File: src/rtl/byte_store_ctrl.sv
// -----------------------------------------------------------------------------
// byte_store_ctrl
//   Front-end controller for the 8-bit byte memory latch. It synchronises and
//   debounces a raw push-button, captures the switch byte once per press and
//   emits a fixed-width store strobe while the captured byte is held stable.
//
// Parameters
//   DEBOUNCE_CYCLES  consecutive stable clocks needed to accept press/release
//   STORE_CYCLES     width of the store strobe in clocks
//
// Ports
//   clk          in   system clock, rising edge
//   reset_n      in   synchronous active-low reset
//   data_in      in   8-bit switch byte, captured on entry to LOAD
//   btn_store    in   raw asynchronous push-button, active high
//   data_out     out  captured byte, drives the memory data input
//   store        out  write strobe, drives the memory store input
//   busy         out  high in every state except IDLE
//   store_count  out  completed writes, wraps at 256
// -----------------------------------------------------------------------------
module byte_store_ctrl #(
  parameter int DEBOUNCE_CYCLES = 4,
  parameter int STORE_CYCLES    = 1
) (
  input  logic       clk,
  input  logic       reset_n,
  input  logic [7:0] data_in,
  input  logic       btn_store,
  output logic [7:0] data_out,
  output logic       store,
  output logic       busy,
  output logic [7:0] store_count
);

  localparam int CNT_W = $clog2(DEBOUNCE_CYCLES + 1);
  localparam int STB_W = $clog2(STORE_CYCLES + 1);
  localparam logic [CNT_W-1:0] DB_LAST  = CNT_W'(DEBOUNCE_CYCLES - 1);
  localparam logic [STB_W-1:0] STB_LAST = STB_W'(STORE_CYCLES - 1);

  typedef enum logic [2:0] {
    IDLE     = 3'd0,
    PRESS_DB = 3'd1,
    LOAD     = 3'd2,
    STROBE   = 3'd3,
    RELEASE  = 3'd4
  } state_t;

  state_t           state;
  logic             sync_p0;
  logic             btn_s;
  logic [CNT_W-1:0] db_cnt;
  logic [STB_W-1:0] stb_cnt;

  // Stage p0 -> btn_s: two-flop synchroniser on the raw button
  always_ff @(posedge clk) begin
    if (!reset_n) begin
      sync_p0 <= 1'b0;
      btn_s   <= 1'b0;
    end else begin
      sync_p0 <= btn_store;
      btn_s   <= sync_p0;
    end
  end

  // Control FSM with registered outputs
  always_ff @(posedge clk) begin
    if (!reset_n) begin
      state       <= IDLE;
      db_cnt      <= '0;
      stb_cnt     <= '0;
      data_out    <= 8'h00;
      store       <= 1'b0;
      busy        <= 1'b0;
      store_count <= 8'h00;
    end else begin
      case (state)
        IDLE: begin
          if (btn_s) begin
            state  <= PRESS_DB;
            db_cnt <= '0;
            busy   <= 1'b1;
          end
        end

        PRESS_DB: begin
          if (!btn_s) begin
            // Press did not stay high long enough: treat as a glitch.
            state  <= IDLE;
            db_cnt <= '0;
            busy   <= 1'b0;
          end else if (db_cnt == DB_LAST) begin
            // The byte is captured on the edge that enters LOAD so data_out is
            // already stable for a full cycle before the strobe rises.
            state    <= LOAD;
            db_cnt   <= '0;
            data_out <= data_in;
          end else begin
            db_cnt <= db_cnt + CNT_W'(1);
          end
        end

        LOAD: begin
          state   <= STROBE;
          store   <= 1'b1;
          stb_cnt <= '0;
        end

        STROBE: begin
          if (stb_cnt == STB_LAST) begin
            state       <= RELEASE;
            store       <= 1'b0;
            db_cnt      <= '0;
            store_count <= store_count + 8'd1;
          end else begin
            stb_cnt <= stb_cnt + STB_W'(1);
          end
        end

        RELEASE: begin
          // Any bounce back high restarts the release qualification.
          if (btn_s) begin
            db_cnt <= '0;
          end else if (db_cnt == DB_LAST) begin
            state  <= IDLE;
            db_cnt <= '0;
            busy   <= 1'b0;
          end else begin
            db_cnt <= db_cnt + CNT_W'(1);
          end
        end

        default: begin
          state  <= IDLE;
          db_cnt <= '0;
          store  <= 1'b0;
          busy   <= 1'b0;
        end
      endcase
    end
  end

endmodule

File: config.mk
export PLATFORM = sky130hd
export DESIGN_NAME = byte_store_ctrl
export DESIGN_NICKNAME = d
export VERILOG_FILES = /design/src/rtl/byte_store_ctrl.sv
export SDC_FILE = /design/constraint.sdc
export NUM_CORES = 1
export LEC_CHECK = 0
export CORE_ASPECT_RATIO = 0.9
export CORE_UTILIZATION = 47
export CTS_CLUSTER_DIAMETER = 30
export DETAILED_ROUTE_END_ITERATION = 7
export HOLD_SLACK_MARGIN = 0.15
export PLACE_DENSITY = 0.89
export SYNTH_ARGS = -nofsm -noshare
export SYNTH_HDL_FRONTEND = slang
export SYNTH_SLANG_ARGS = --single-unit
File: constraint.sdc
create_clock -name clk -period 1.75 [get_ports clk]
set_input_delay 0.4375 -clock clk [delete_from_list [all_inputs] [get_ports clk]]
set_output_delay 0.4375 -clock clk [all_outputs]
set_load 0.05 [all_outputs]
# ---- After elaboration in Yosys (flattened, before gate mapping)
# Index checks and enable logic that the tools add are counted.
dict set report op_classes {
  reduce_logical 10
  mux 22
  eq_ne 11
  bitwise_logic 4
  add_sub_neg 3
}
# operator n
set ops {}
lappend ops {{2-to-1 mux 3 bit} 11}
lappend ops {{one-hot mux 3 bit (5 select lines)} 2}
lappend ops {{!= test 2 bit, second input constant} 5}
lappend ops {{AND reduction 5 bit} 2}
lappend ops {{equality test 3 x 2 -> 1 bit, second input constant} 3}
lappend ops {{adder 8 x 1 -> 8 bit, second input constant} 1}
lappend ops {{2-to-1 mux 1 bit} 6}
lappend ops {{AND reduction 3 bit} 2}
lappend ops {{inverter 1 bit} 4}
lappend ops {{one-hot mux 1 bit (4 select lines)} 1}
lappend ops {{AND reduction 2 bit} 2}
lappend ops {{adder 3 x 1 -> 3 bit, second input constant} 1}
lappend ops {{equality test 3 x 1 -> 1 bit, second input constant} 1}
lappend ops {{equality test 3 bit, second input constant} 1}
lappend ops {{logical NOT 3 bit} 1}
lappend ops {{!= test 3 bit, second input constant} 1}
lappend ops {{one-hot mux 1 bit (3 select lines)} 1}
lappend ops {{OR reduction 3 bit} 1}
lappend ops {{one-hot mux 1 bit (2 select lines)} 1}
lappend ops {{nonzero test 2 bit} 1}
lappend ops {{OR reduction 2 bit} 1}
lappend ops {{adder 1 bit, second input constant} 1}
dict set report word_totals {
  input_bits 11
  register_bits 27
}

# ---- Logic depth before layout (Yosys ltp)
dict set report depth {
  depth_word 4
  depth_mapped 5
}

# ---- Least setup slack after synthesis
# Ideal clock, no wire load.
dict set report synth_path {
  path_kind {reg2reg}
  start {register store_count[0]}
  end {register store_count[4]}
  n_path_buf 0
  setup_ns 0.070
  path_stages_with_launch 5
  slack_ns 0.132
  required_time_ns 1.680
  t_arrival_ns 1.548
  path_cell_list {dfxtp_1 -> ha_1 -> nand4b_1 -> or3_1 -> a21oi_1}
}
dict set report synth_between {
  elab_chain_cells 1
}
# element line
set synth_rtl {}
lappend synth_rtl {{from (decl)} 32} ;# output logic [7:0] store_count
lappend synth_rtl {{from (signal assigned)} 113} ;# store_count <= store_count + 8'd1;
lappend synth_rtl {{adder 8 x 1 -> 8 bit} 113}
# No other way between the ends.
# A chain may end at the register's enable or synchronous reset.

# ---- Worst setup path after layout
dict set report layout_path {
  start {register db_cnt[0]}
  end {register state[2]}
}
dict set report layout_between {
  elab_chain_cells 3
}
# element line
set layout_rtl {}
lappend layout_rtl {{from (decl)} 51} ;# logic [CNT_W-1:0] db_cnt;
lappend layout_rtl {{from (signal assigned)} 98} ;# db_cnt <= db_cnt + CNT_W'(1);
lappend layout_rtl {{from (signal assigned)} 128} ;# db_cnt <= db_cnt + CNT_W'(1);
lappend layout_rtl {{equality test 3 x 2 -> 1 bit *} {91, 123}}
lappend layout_rtl {{!= test 3 bit (no source line) / != test 2 bit (equally long branches)} --}
lappend layout_rtl {{AND reduction 5 bit (no source line) *} --}
lappend layout_rtl {{to (signal assigned)} 88} ;# state <= IDLE;
lappend layout_rtl {{to (signal assigned)} 94} ;# state <= LOAD;
lappend layout_rtl {{to (signal assigned)} 124} ;# state <= IDLE;
lappend layout_rtl {{to (decl)} 48} ;# state_t state;
# Mark *: on every way between the ends. The rest lies on a longest branch, timed or not.

==> results.json <==
{
  "yosys-top-cells-area": "dfxtp_1 (45%), a21oi_1 (8.7%), nand3_1 (5.2%), o21ai_0 (5.2%), nand2b_1 (3.3%)",
  "final_core_util_pct": 67.7,
  "htreeDepth": 1,
  "cts_tree": "built",
  "port_buffers": 28,
  "synth_seq_cells": 26,
  "hpwlAfterDp_mm": 1.84,
  "fp-row-count": 16,
  "fin_worst_skew_ns": 0.00722,
  "rr_worst_depth": 4,
  "viasPerCell": 5.82,
  "syn_avg_cell_area_um2": 8.61,
  "path_cells": "ha_1 > nor3b_1 > or4b_1 > a21oi_1",
  "drive_above_1_share_pct": 17.7,
  "start_util_pct": 51.5,
  "antenna_found_initial": 0,
  "dieArea_mm2": 0.00266,
  "n_antenna_cell": 0,
  "worstMarginPinSlew_ns": 0.360,
  "syn_area_mm2": 0.00115,
  "grt_overflow_total": 0,
  "syn_nets": 147,
  "syn_inst": 134,
  "synth_top_cell_by_area": "dfxtp_1",
  "start_kind": "register",
  "ys_warn_count": 0,
  "min_path_cells": 1,
  "max_stage_delay_ns": 0.52,
  "grt_pass1_vias": 1013,
  "crit_type": "reg -> reg",
  "final.period_utilization_pct": 85.1,
  "slowest_stage": "or4b_1",
  "grt_pass1_wl_mm": 4.35,
  "io_pins": 29,
  "clk_pin_slew_worst_paths_ns": 0.14,
  "status": "finished, final reports clean",
  "final.min_clock_period_ns": 1.49,
  "cp_max_fo": 5,
  "cts_buffers": 3,
  "cap_violations": 0,
  "synth_top_area_share_pct": 45.1,
  "fmax_mhz": 672,
  "pwr_density_cell_mw_per_mm2": 718,
  "cts.path.max_buffers": 2,
  "cts_setup_buffers": 0,
  "routed_wl_mm": 2.58,
  "clkSinkCount": 26,
  "die_w_um": 54.2,
  "hold_class": "reg -> reg",
  "place_ws_ns": 0.259,
  "power_leakage_nw": 0.596,
  "required_ns": 2.02,
  "cts_resized": 0,
  "final.setup.tns_ns": 0,
  "worst_ep_arrival_time_ns": 1.76,
  "slew-limit-headroom_pct": 75.9,
  "yosysUniqueCellTypes": 32,
  "drt_iter0_drc": 32,
  "detail-route-antenna-nets": 0,
  "synth-seq-area-share_pct": 45.1,
  "vias": 1112,
  "grtUsageTotal_pct": 21.9,
  "n_fill_cell": 196,
  "nets": 178,
  "syn2layout_area_growth_pct": 31.7,
  "drt_first_pass_iters": 4,
  "cts_root_buf": "clkbuf_4",
  "rsz0062_at_grt": "no",
  "core_area_mm2": 0.00224,
  "routedWlPerCell_um": 13.5,
  "drv_slew": 0,
  "clkLatencyLatePin_ns": 0.33,
  "cts-hold-fix-buffers": 0,
  "endpoint_kind": "register",
  "grt_max_degree": 20,
  "peakVddDrop_v": 0.000530,
  "gp_congestion": 0.814,
  "final_hold_viol_count": 0,
  "die_y_um": 49,
  "layout_setup_ws_ns": 0.262,
  "route.detailed.drc": 0,
  "finalSetupViolCount": 0
}
## flip-flops by register name, indices dropped and copies added (netlist names)
signal       count
busy             1
sync_p0          1
btn_s            1
db_cnt           3
store_count      8
state            3
store            1
data_out         8
## Yosys cell counts
master     number
a211oi_1        1
a21oi_1        20
a22oi_1         1
and2_1          2
and3b_1         1
buf_1           1
buf_2           4
clkbuf_1        2
dfxtp_1        26
ha_1            2
inv_1           2
inv_2           1
nand2_1         7
nand2b_1        6
nand3_1        12
nand3b_4        1
nand4_1         2
nand4b_1        1
nand4bb_1       1
nor2_1          8
nor2b_1         1
nor3b_1         2
nor4bb_1        1
o2111ai_1       3
o21a_1          3
o21ai_0        12
o22ai_1         1
o31ai_1         2
or3_1           3
or4_1           2
or4b_1          1
xor2_1          2
## per-layer routing
metal  vias up  part of all wire, %  GRT usage [%]  wire length [µm]
li1        551                    -              -                 -
met1       512                   44           28.0              1150
met2        44                   48           36.4              1240
met3         5                  5.9           4.36               153
met4         0                  1.3           6.41                34
met5         -                    0              0                 0
## path summary, 6_finish.rpt
path | startpoint | to | slack, ns
worst max-delay path | db_cnt[0] | state[2] | 0.26
worst min-delay path | sync_p0 | btn_s | 0.46
worst max register to register | db_cnt[0] | state[2] | 0.26
worst min register to register | sync_p0 | btn_s | 0.46
## stage by stage
stage               instance area (µm²)  std cells  hold WS, ns  total power [W]
global route                       1520        191        0.475          0.00112
floorplan                          1150        134        0.412         0.000648
finish                             1520        191        0.462          0.00109
global placement                   1470        187        0.424         0.000682
CTS                                1520        191        0.463          0.00110
detailed placement                 1470        187        0.438         0.000684
## power breakdown
part | internal [W] | leakage [nW] | switching (W)
combinational | 0.0000324 | 0.358 | 0.0000355
clock | 0.000232 | 0.0279 | 0.000188
sequential | 0.000598 | 0.210 | 0.00000537
total | 0.000862 | 0.596 | 0.000228
## critical path, delay by kind of cell, from the launching register on
family	cells	cell delay [ns]
compound gates	1	0.15
fa+ha+maj	1	0.24
simple gates	2	0.69
flops	1	0.35
## logic make-up (layout without fill, tap and decap cells)
group	after synthesis	count (layout)	synth area share, %
xor+xnor	2	2	1.52
flops	26	26	45.1
compound gates	43	43	21.3
simple gates	51	51	26.2
fa+ha+maj	2	2	2.17
buf+inv	10	40	3.69
## cell type report
class	count	area (µm²)	share of cell area (%)
clock buffers	3	22.5	1.48
clock inverters	1	30.0	1.98
well taps	27	33.8	2.22
repair buffers	33	310	20.4
flip-flops and latches	26	520	34.3
multi-input cells	98	591	38.9
inverters	3	11.3	0.741
## layout by cell type (no fill, tap or decap), types with 3 or more instances in the layout
cell / Yosys / routed
buf_4: 0 / 20
nand2_1: 7 / 7
dfxtp_1: 26 / 26
clkbuf_4: 0 / 3
o21a_1: 3 / 3
nand2b_1: 6 / 6
clkdlybuf4s50_1: 0 / 10
buf_12: 0 / 3
or3_1: 3 / 3
nor2_1: 8 / 8
nand3_1: 12 / 12
a21oi_1: 20 / 20
o2111ai_1: 3 / 3
o21ai_0: 12 / 12
Note: power is estimated with default switching activity, not from simulation.
